$ cat src/rtl/uart_hamming_receiver.sv
// rtl/uart_hamming_receiver.sv - 8N1 UART receiver with Hamming(7,4) single-bit correction
// Optional frame bit 7 pad check enabled by defining RX_PAD_CHECK_EN.
module uart_hamming_receiver #(
    parameter int CLKS_PER_BIT = 16
) (
    input  logic       clk,
    input  logic       rst_n,
    input  logic       rx,
    output logic [3:0] data_out,
    output logic       data_valid,
    output logic       err_corrected,
    output logic [2:0] syndrome,
    output logic       frame_err,
    output logic       rx_busy
);

    localparam int CW = $clog2(CLKS_PER_BIT);
    localparam logic [CW-1:0] HALF_M1 = CW'(CLKS_PER_BIT / 2 - 1);
    localparam logic [CW-1:0] FULL_M1 = CW'(CLKS_PER_BIT - 1);
`ifdef RX_PAD_CHECK_EN
    localparam logic PAD_EN = 1'b1;
`else
    localparam logic PAD_EN = 1'b0;
`endif

    typedef enum logic [2:0] {
        IDLE,
        START,
        DATA,
        STOP,
        DECODE
    } state_t;

    state_t        state_q, state_d;
    logic          rx_s1, rx_s2;
    logic          line_idle_q, line_idle_d;
    logic [CW-1:0] cnt_q, cnt_d;
    logic [2:0]    bit_q, bit_d;
    logic [7:0]    shift_q, shift_d;
    logic          dv_d, fe_d;
    logic          pad_bad;

    logic [6:0]    cw;
    logic [2:0]    syn;
    logic [6:0]    flip_mask;
    logic [6:0]    corr;

    assign pad_bad = PAD_EN & shift_q[7];
    assign rx_busy = (state_q != IDLE);

    // Hamming(7,4) syndrome; position k (1-based) lives in cw[k-1]
    assign cw     = shift_q[6:0];
    assign syn[0] = cw[0] ^ cw[2] ^ cw[4] ^ cw[6];
    assign syn[1] = cw[1] ^ cw[2] ^ cw[5] ^ cw[6];
    assign syn[2] = cw[3] ^ cw[4] ^ cw[5] ^ cw[6];

    always_comb begin
        flip_mask = '0;
        for (int k = 0; k < 7; k++) begin
            flip_mask[k] = (syn == 3'(k + 1));
        end
    end

    assign corr = cw ^ flip_mask;

    always_comb begin
        state_d     = state_q;
        cnt_d       = cnt_q;
        bit_d       = bit_q;
        shift_d     = shift_q;
        dv_d        = 1'b0;
        fe_d        = 1'b0;
        line_idle_d = line_idle_q | rx_s2;
        case (state_q)
            IDLE: begin
                cnt_d = '0;
                bit_d = '0;
                // line_idle stops a line held low from retriggering
                if (!rx_s2 && line_idle_q) begin
                    state_d     = START;
                    line_idle_d = 1'b0;
                end
            end
            START: begin
                line_idle_d = 1'b0;
                if (cnt_q == HALF_M1) begin
                    cnt_d   = '0;
                    state_d = rx_s2 ? IDLE : DATA;
                end else begin
                    cnt_d = cnt_q + 1'b1;
                end
            end
            DATA: begin
                line_idle_d = 1'b0;
                if (cnt_q == FULL_M1) begin
                    cnt_d   = '0;
                    shift_d = {rx_s2, shift_q[7:1]};
                    bit_d   = bit_q + 1'b1;
                    if (bit_q == 3'd7) begin
                        state_d = STOP;
                    end
                end else begin
                    cnt_d = cnt_q + 1'b1;
                end
            end
            STOP: begin
                if (cnt_q == FULL_M1) begin
                    cnt_d = '0;
                    if (rx_s2 && !pad_bad) begin
                        state_d = DECODE;
                    end else begin
                        fe_d    = 1'b1;
                        state_d = IDLE;
                    end
                end else begin
                    cnt_d = cnt_q + 1'b1;
                end
            end
            DECODE: begin
                dv_d    = 1'b1;
                state_d = IDLE;
            end
            default: state_d = IDLE;
        endcase
    end

    always_ff @(posedge clk or negedge rst_n) begin
        if (!rst_n) begin
            rx_s1         <= 1'b1;
            rx_s2         <= 1'b1;
            line_idle_q   <= 1'b1;
            state_q       <= IDLE;
            cnt_q         <= '0;
            bit_q         <= '0;
            shift_q       <= '0;
            data_out      <= '0;
            syndrome      <= '0;
            err_corrected <= 1'b0;
            data_valid    <= 1'b0;
            frame_err     <= 1'b0;
        end else begin
            rx_s1       <= rx;
            rx_s2       <= rx_s1;
            line_idle_q <= line_idle_d;
            state_q     <= state_d;
            cnt_q       <= cnt_d;
            bit_q       <= bit_d;
            shift_q     <= shift_d;
            data_valid  <= dv_d;
            frame_err   <= fe_d;
            if (dv_d) begin
                data_out      <= {corr[6], corr[5], corr[4], corr[2]};
                syndrome      <= syn;
                err_corrected <= (syn != 3'd0);
            end
        end
    end

endmodule

$ cat config.mk
export PLATFORM = sky130hd
export DESIGN_NAME = uart_hamming_receiver
export DESIGN_NICKNAME = d
export VERILOG_FILES = /design/src/rtl/uart_hamming_receiver.sv
export SDC_FILE = /design/constraint.sdc
export NUM_CORES = 1
export LEC_CHECK = 0
export ABC_AREA = 1
export BUFFER_PORTS_ARGS = -buffer_cell sky130_fd_sc_hd__buf_2
export CORE_AREA = 4 4 73 75
export CTS_CLUSTER_DIAMETER = 120
export DETAILED_ROUTE_END_ITERATION = 8
export DIE_AREA = 0 0 77 79
export GPL_TIMING_DRIVEN = 0
export PLACE_DENSITY_LB_ADDON = 0.08
export SLEW_MARGIN = 20
export SYNTH_ARGS = -nofsm -noshare
export SYNTH_HDL_FRONTEND = slang
export SYNTH_SLANG_ARGS = --single-unit
$ cat constraint.sdc
create_clock -name clk -period 1.85 [get_ports clk]
set_input_delay 0.0925 -clock clk [delete_from_list [all_inputs] [get_ports clk]]
set_output_delay 0.0925 -clock clk [all_outputs]
set_load 0.02 [all_outputs]
==> results by group <==
Status
  – Status: complete, no violations

Synthesis
  – Multiplexer share of the synthesized area: 0
  – Cell Area, Synth: roughly 1600 µm²
  – Top cell type's share of synthesized area: 0.437
  – Adder-cell share of the synthesized area: 0.0234
  – Post-synthesis simple-gate area fraction: 0.289
  – Compound-Gate Fraction of Synth Area: 0.102
  – Ys async rst share: 1.00
  – Leading area contributor after synthesis: dfrtp_1
  – Top post-synthesis cells by area: dfrtp_1 44%, nand2_1 13%, dfstp_2 4.9%, nand3_1 3.7%, inv_1 3.7%
  – Post-synthesis xor/xnor area fraction: 0.0164
  – Commonest cells post-synth: 54 x nand2_1, 28 x dfrtp_1, 16 x inv_1, 12 x nand3_1
  – Largest family of logic cells by synthesized area: simple AND/OR/NAND/NOR gates
  – Mapped Cells: 184
  – Main synth FF type: dfrtp_1
  – Synth cell types: 29
  – Synth warn: 0
  – Synthesized area per cell: between 8 and 9 µm²
  – Most common cell in the synthesized netlist: nand2_1
  – Sequential area share after synthesis: 0.486
  – Syn Nets: 190
  – Number of enable flip-flop cells after synthesis: 0
  – Flip-flop and latch count after synthesis: 31

Clock tree
  – CTS tree: done
  – H-Tree Level Count: 2
  – Clock Latency Late Sink: 280 ps
  – CTS root buf: clkbuf_8
  – CTS Sinks: 31
  – CTS clk-pin slew, worst paths: 70 ps
  – Inserted Clock Buffers: 5
  – PostCTS Resize Cnt: 0
  – Clk buf depth: 2

GRT
  – GRT overflow: 0
  – Tot GR Track Use: 0.113
  – First-pass GRT wire length: about 5400 µm
  – Initial antenna violation count: 0
  – Number of global-route vias before repair: 1200
  – Pin count of the biggest net entering global routing: 32

Critical path
  – Worst path required time: approximately 2000 ps
  – Worst-path fanout max: 10
  – Slowest CP cell: dfrtp_1
  – Critical path class: reg -> reg
  – Max stage delay on crit path: approximately 390 ps
  – Critical path, cell by cell: ha_1 > nand2_1 > inv_1 > nand2_1 > nor2_4 > buf_6 > o21ai_0
  – Arr. time, crit path: about 1800 ps
  – CP delay by family, top: simple AND/OR/NAND/NOR gates
  – CP Capture Type: flop
  – Critical Path Most Common Cell: nand2_1
  – CP startpoint kind: flop
  – Crit path buf inv count: 2

Detailed routing
  – First DRT Iteration DRCs: roughly 80
  – Residual DRC: 0
  – Final ANT Viol Nets: 0
  – DR vias/cell: roughly 4.7
  – Via count: approximately 1200
  – DR pass1 iterations: 4
  – Total wire length: 3000 µm
  – Wire per inst: 11.5 µm

STA
  – Endpoints failing setup: 0
  – Slew @ Worst Pin: ~700 ps
  – Minimum clock period: 1600 ps
  – Setup ws final: between 200 and 250 ps
  – RSZ-0062 raised after global routing: false
  – F_max: roughly 620 MHz
  – Pins over their slew limit: 0
  – Hold Vio Cnt, Final: 0
  – Worst relative slew slack: 0.536
  – Fin crit share: 0.865
  – Clock skew: 8.97 ps
  – Setup TNS: 0 ps

Finish
  – P&R area growth vs syn: 15.2%
  – Ant diodes: 0
  – Fillers: 489
  – Nets@finish: 212
  – Layout cells sized above 1: 0.280

Floorplan
  – Core ar.: 4660 µm²
  – Initial core utilization: 0.344
  – Die extent in y: between 70 and 80 µm
  – Num ports: 14
  – Number of placement rows: 25
  – Die area: between 6000 and 7000 µm²
  – Die W: around 77 µm

Worst hold path
  – Min-Delay Path Class: reg -> reg

Place
  – Dpl ws: 259 ps
  – DP HPWL: between 2000 and 2500 µm
  – Port Buffers: 13
  – Gp weighted congestion: about 0.72

Job
  – Max-Cap Viols: 0

Power
  – Leakage: ~0.94 nW
  – Peak supply drop: roughly 0.00033 V
  – Power per Cell Area: around 1100 nW/µm²
[flip-flops by register name, summed over array words and instances, names as in the netlist]
register and cells:
shift_q 8, cnt_q 4, data_out 4, bit_q 3
state_q 3, syndrome 3, data_valid 1, err_corrected 1
frame_err 1, line_idle_q 1, rx_s1 1, rx_s2 1
[cells in the final DEF (no fill, tap or decap), types with 2 or more instances in the layout]
master | Yosys | final
a21oi_1 | 4 | 4
buf_2 | 0 | 13
buf_6 | 3 | 3
clkbuf_8 | 0 | 6
dfrtp_1 | 28 | 28
dfstp_2 | 3 | 3
dlygate4sd3_1 | 0 | 2
ha_1 | 3 | 3
inv_1 | 16 | 16
inv_2 | 9 | 9
nand2_1 | 54 | 54
nand2_2 | 6 | 6
nand2_4 | 4 | 4
nand3_1 | 12 | 12
nand4_1 | 3 | 3
nor2_1 | 3 | 3
nor2_4 | 5 | 5
o21ai_0 | 9 | 9
o21ai_1 | 6 | 6
o21ai_2 | 2 | 2
o22ai_1 | 2 | 2
xor2_1 | 2 | 2
[timing repair]
action                    4_1_cts  5_1_grt
buffers inserted                0        0
hold endpoints to repair       29        0
hold buffers                    2        0
[per-layer routing]
layer,share of wire,global-route usage,vias to the layer above
met2,0.42,0.174,18
met3,0.048,0.0476,5
met1,0.51,0.144,577
li1,-,-,632
met4,0.015,0.0374,0
met5,0,0,-
[kinds of logic after synthesis]
| family | Yosys count |
|---|---|
| and+or+nand+nor | 91 |
| AOI/OAI and AO/OA | 27 |
| adders and majority gates | 3 |
| xor gates and xnor gates | 3 |
| DFF | 31 |
| buffers and inverters | 29 |
[worst reg2reg max path, stage by stage (launching register included)]
cell,delay (ps)
dfrtp_1,390
ha_1,180
nand2_1,60
inv_1,100
nand2_1,190
nor2_4,280
buf_6,170
o21ai_0,100
[metrics by stage]
stage	hold WS [ps]	cell area, µm²	std cells	power, mW	util
floorplan	-203	1600	184	1.31	-
global placement	180	1740	251	1.42	0.373
detailed placement	195	1740	251	1.42	0.373
CTS	358	1850	261	1.99	0.397
global route	360	1850	261	2.10	0.397
finish	356	1850	261	1.96	0.397
[where the power goes]
part           switching (mW)  internal (mW)
combinational           0.359          0.196
sequential             0.0830          0.774
clock                   0.246          0.300
total                   0.687           1.27
[cell type report]
| cell class | instances | area [µm²] | share of cell area |
|---|---|---|---|
| Buffer | 3 | 33.8 | 0.0183 |
| Clock buffer | 7 | 86.3 | 0.0467 |
| Clock inverter | 1 | 5.00 | 0.00271 |
| Inverter | 26 | 100 | 0.0542 |
| Multi-Input combinational cell | 124 | 691 | 0.374 |
| Sequential cell | 31 | 779 | 0.422 |
| Tap cell | 54 | 67.6 | 0.0366 |
| Timing Repair Buffer | 15 | 85.1 | 0.0460 |
[path summary, 6_finish.rpt]
check | start | to | slack, ps | cells after the start
min in group asynchronous | rst_n | cnt_q[0] | 390 | 2
worst max register to register | cnt_q[0] | shift_q[3] | 250 | 7
worst min register to register | rx_s1 | rx_s2 | 360 | 0
worst max-delay path | cnt_q[0] | shift_q[3] | 250 | 7
worst min-delay path | rx_s1 | rx_s2 | 360 | 0
max in group asynchronous | rst_n | data_out[0] | 1010 | 2
(Power assumes the default switching activity.)
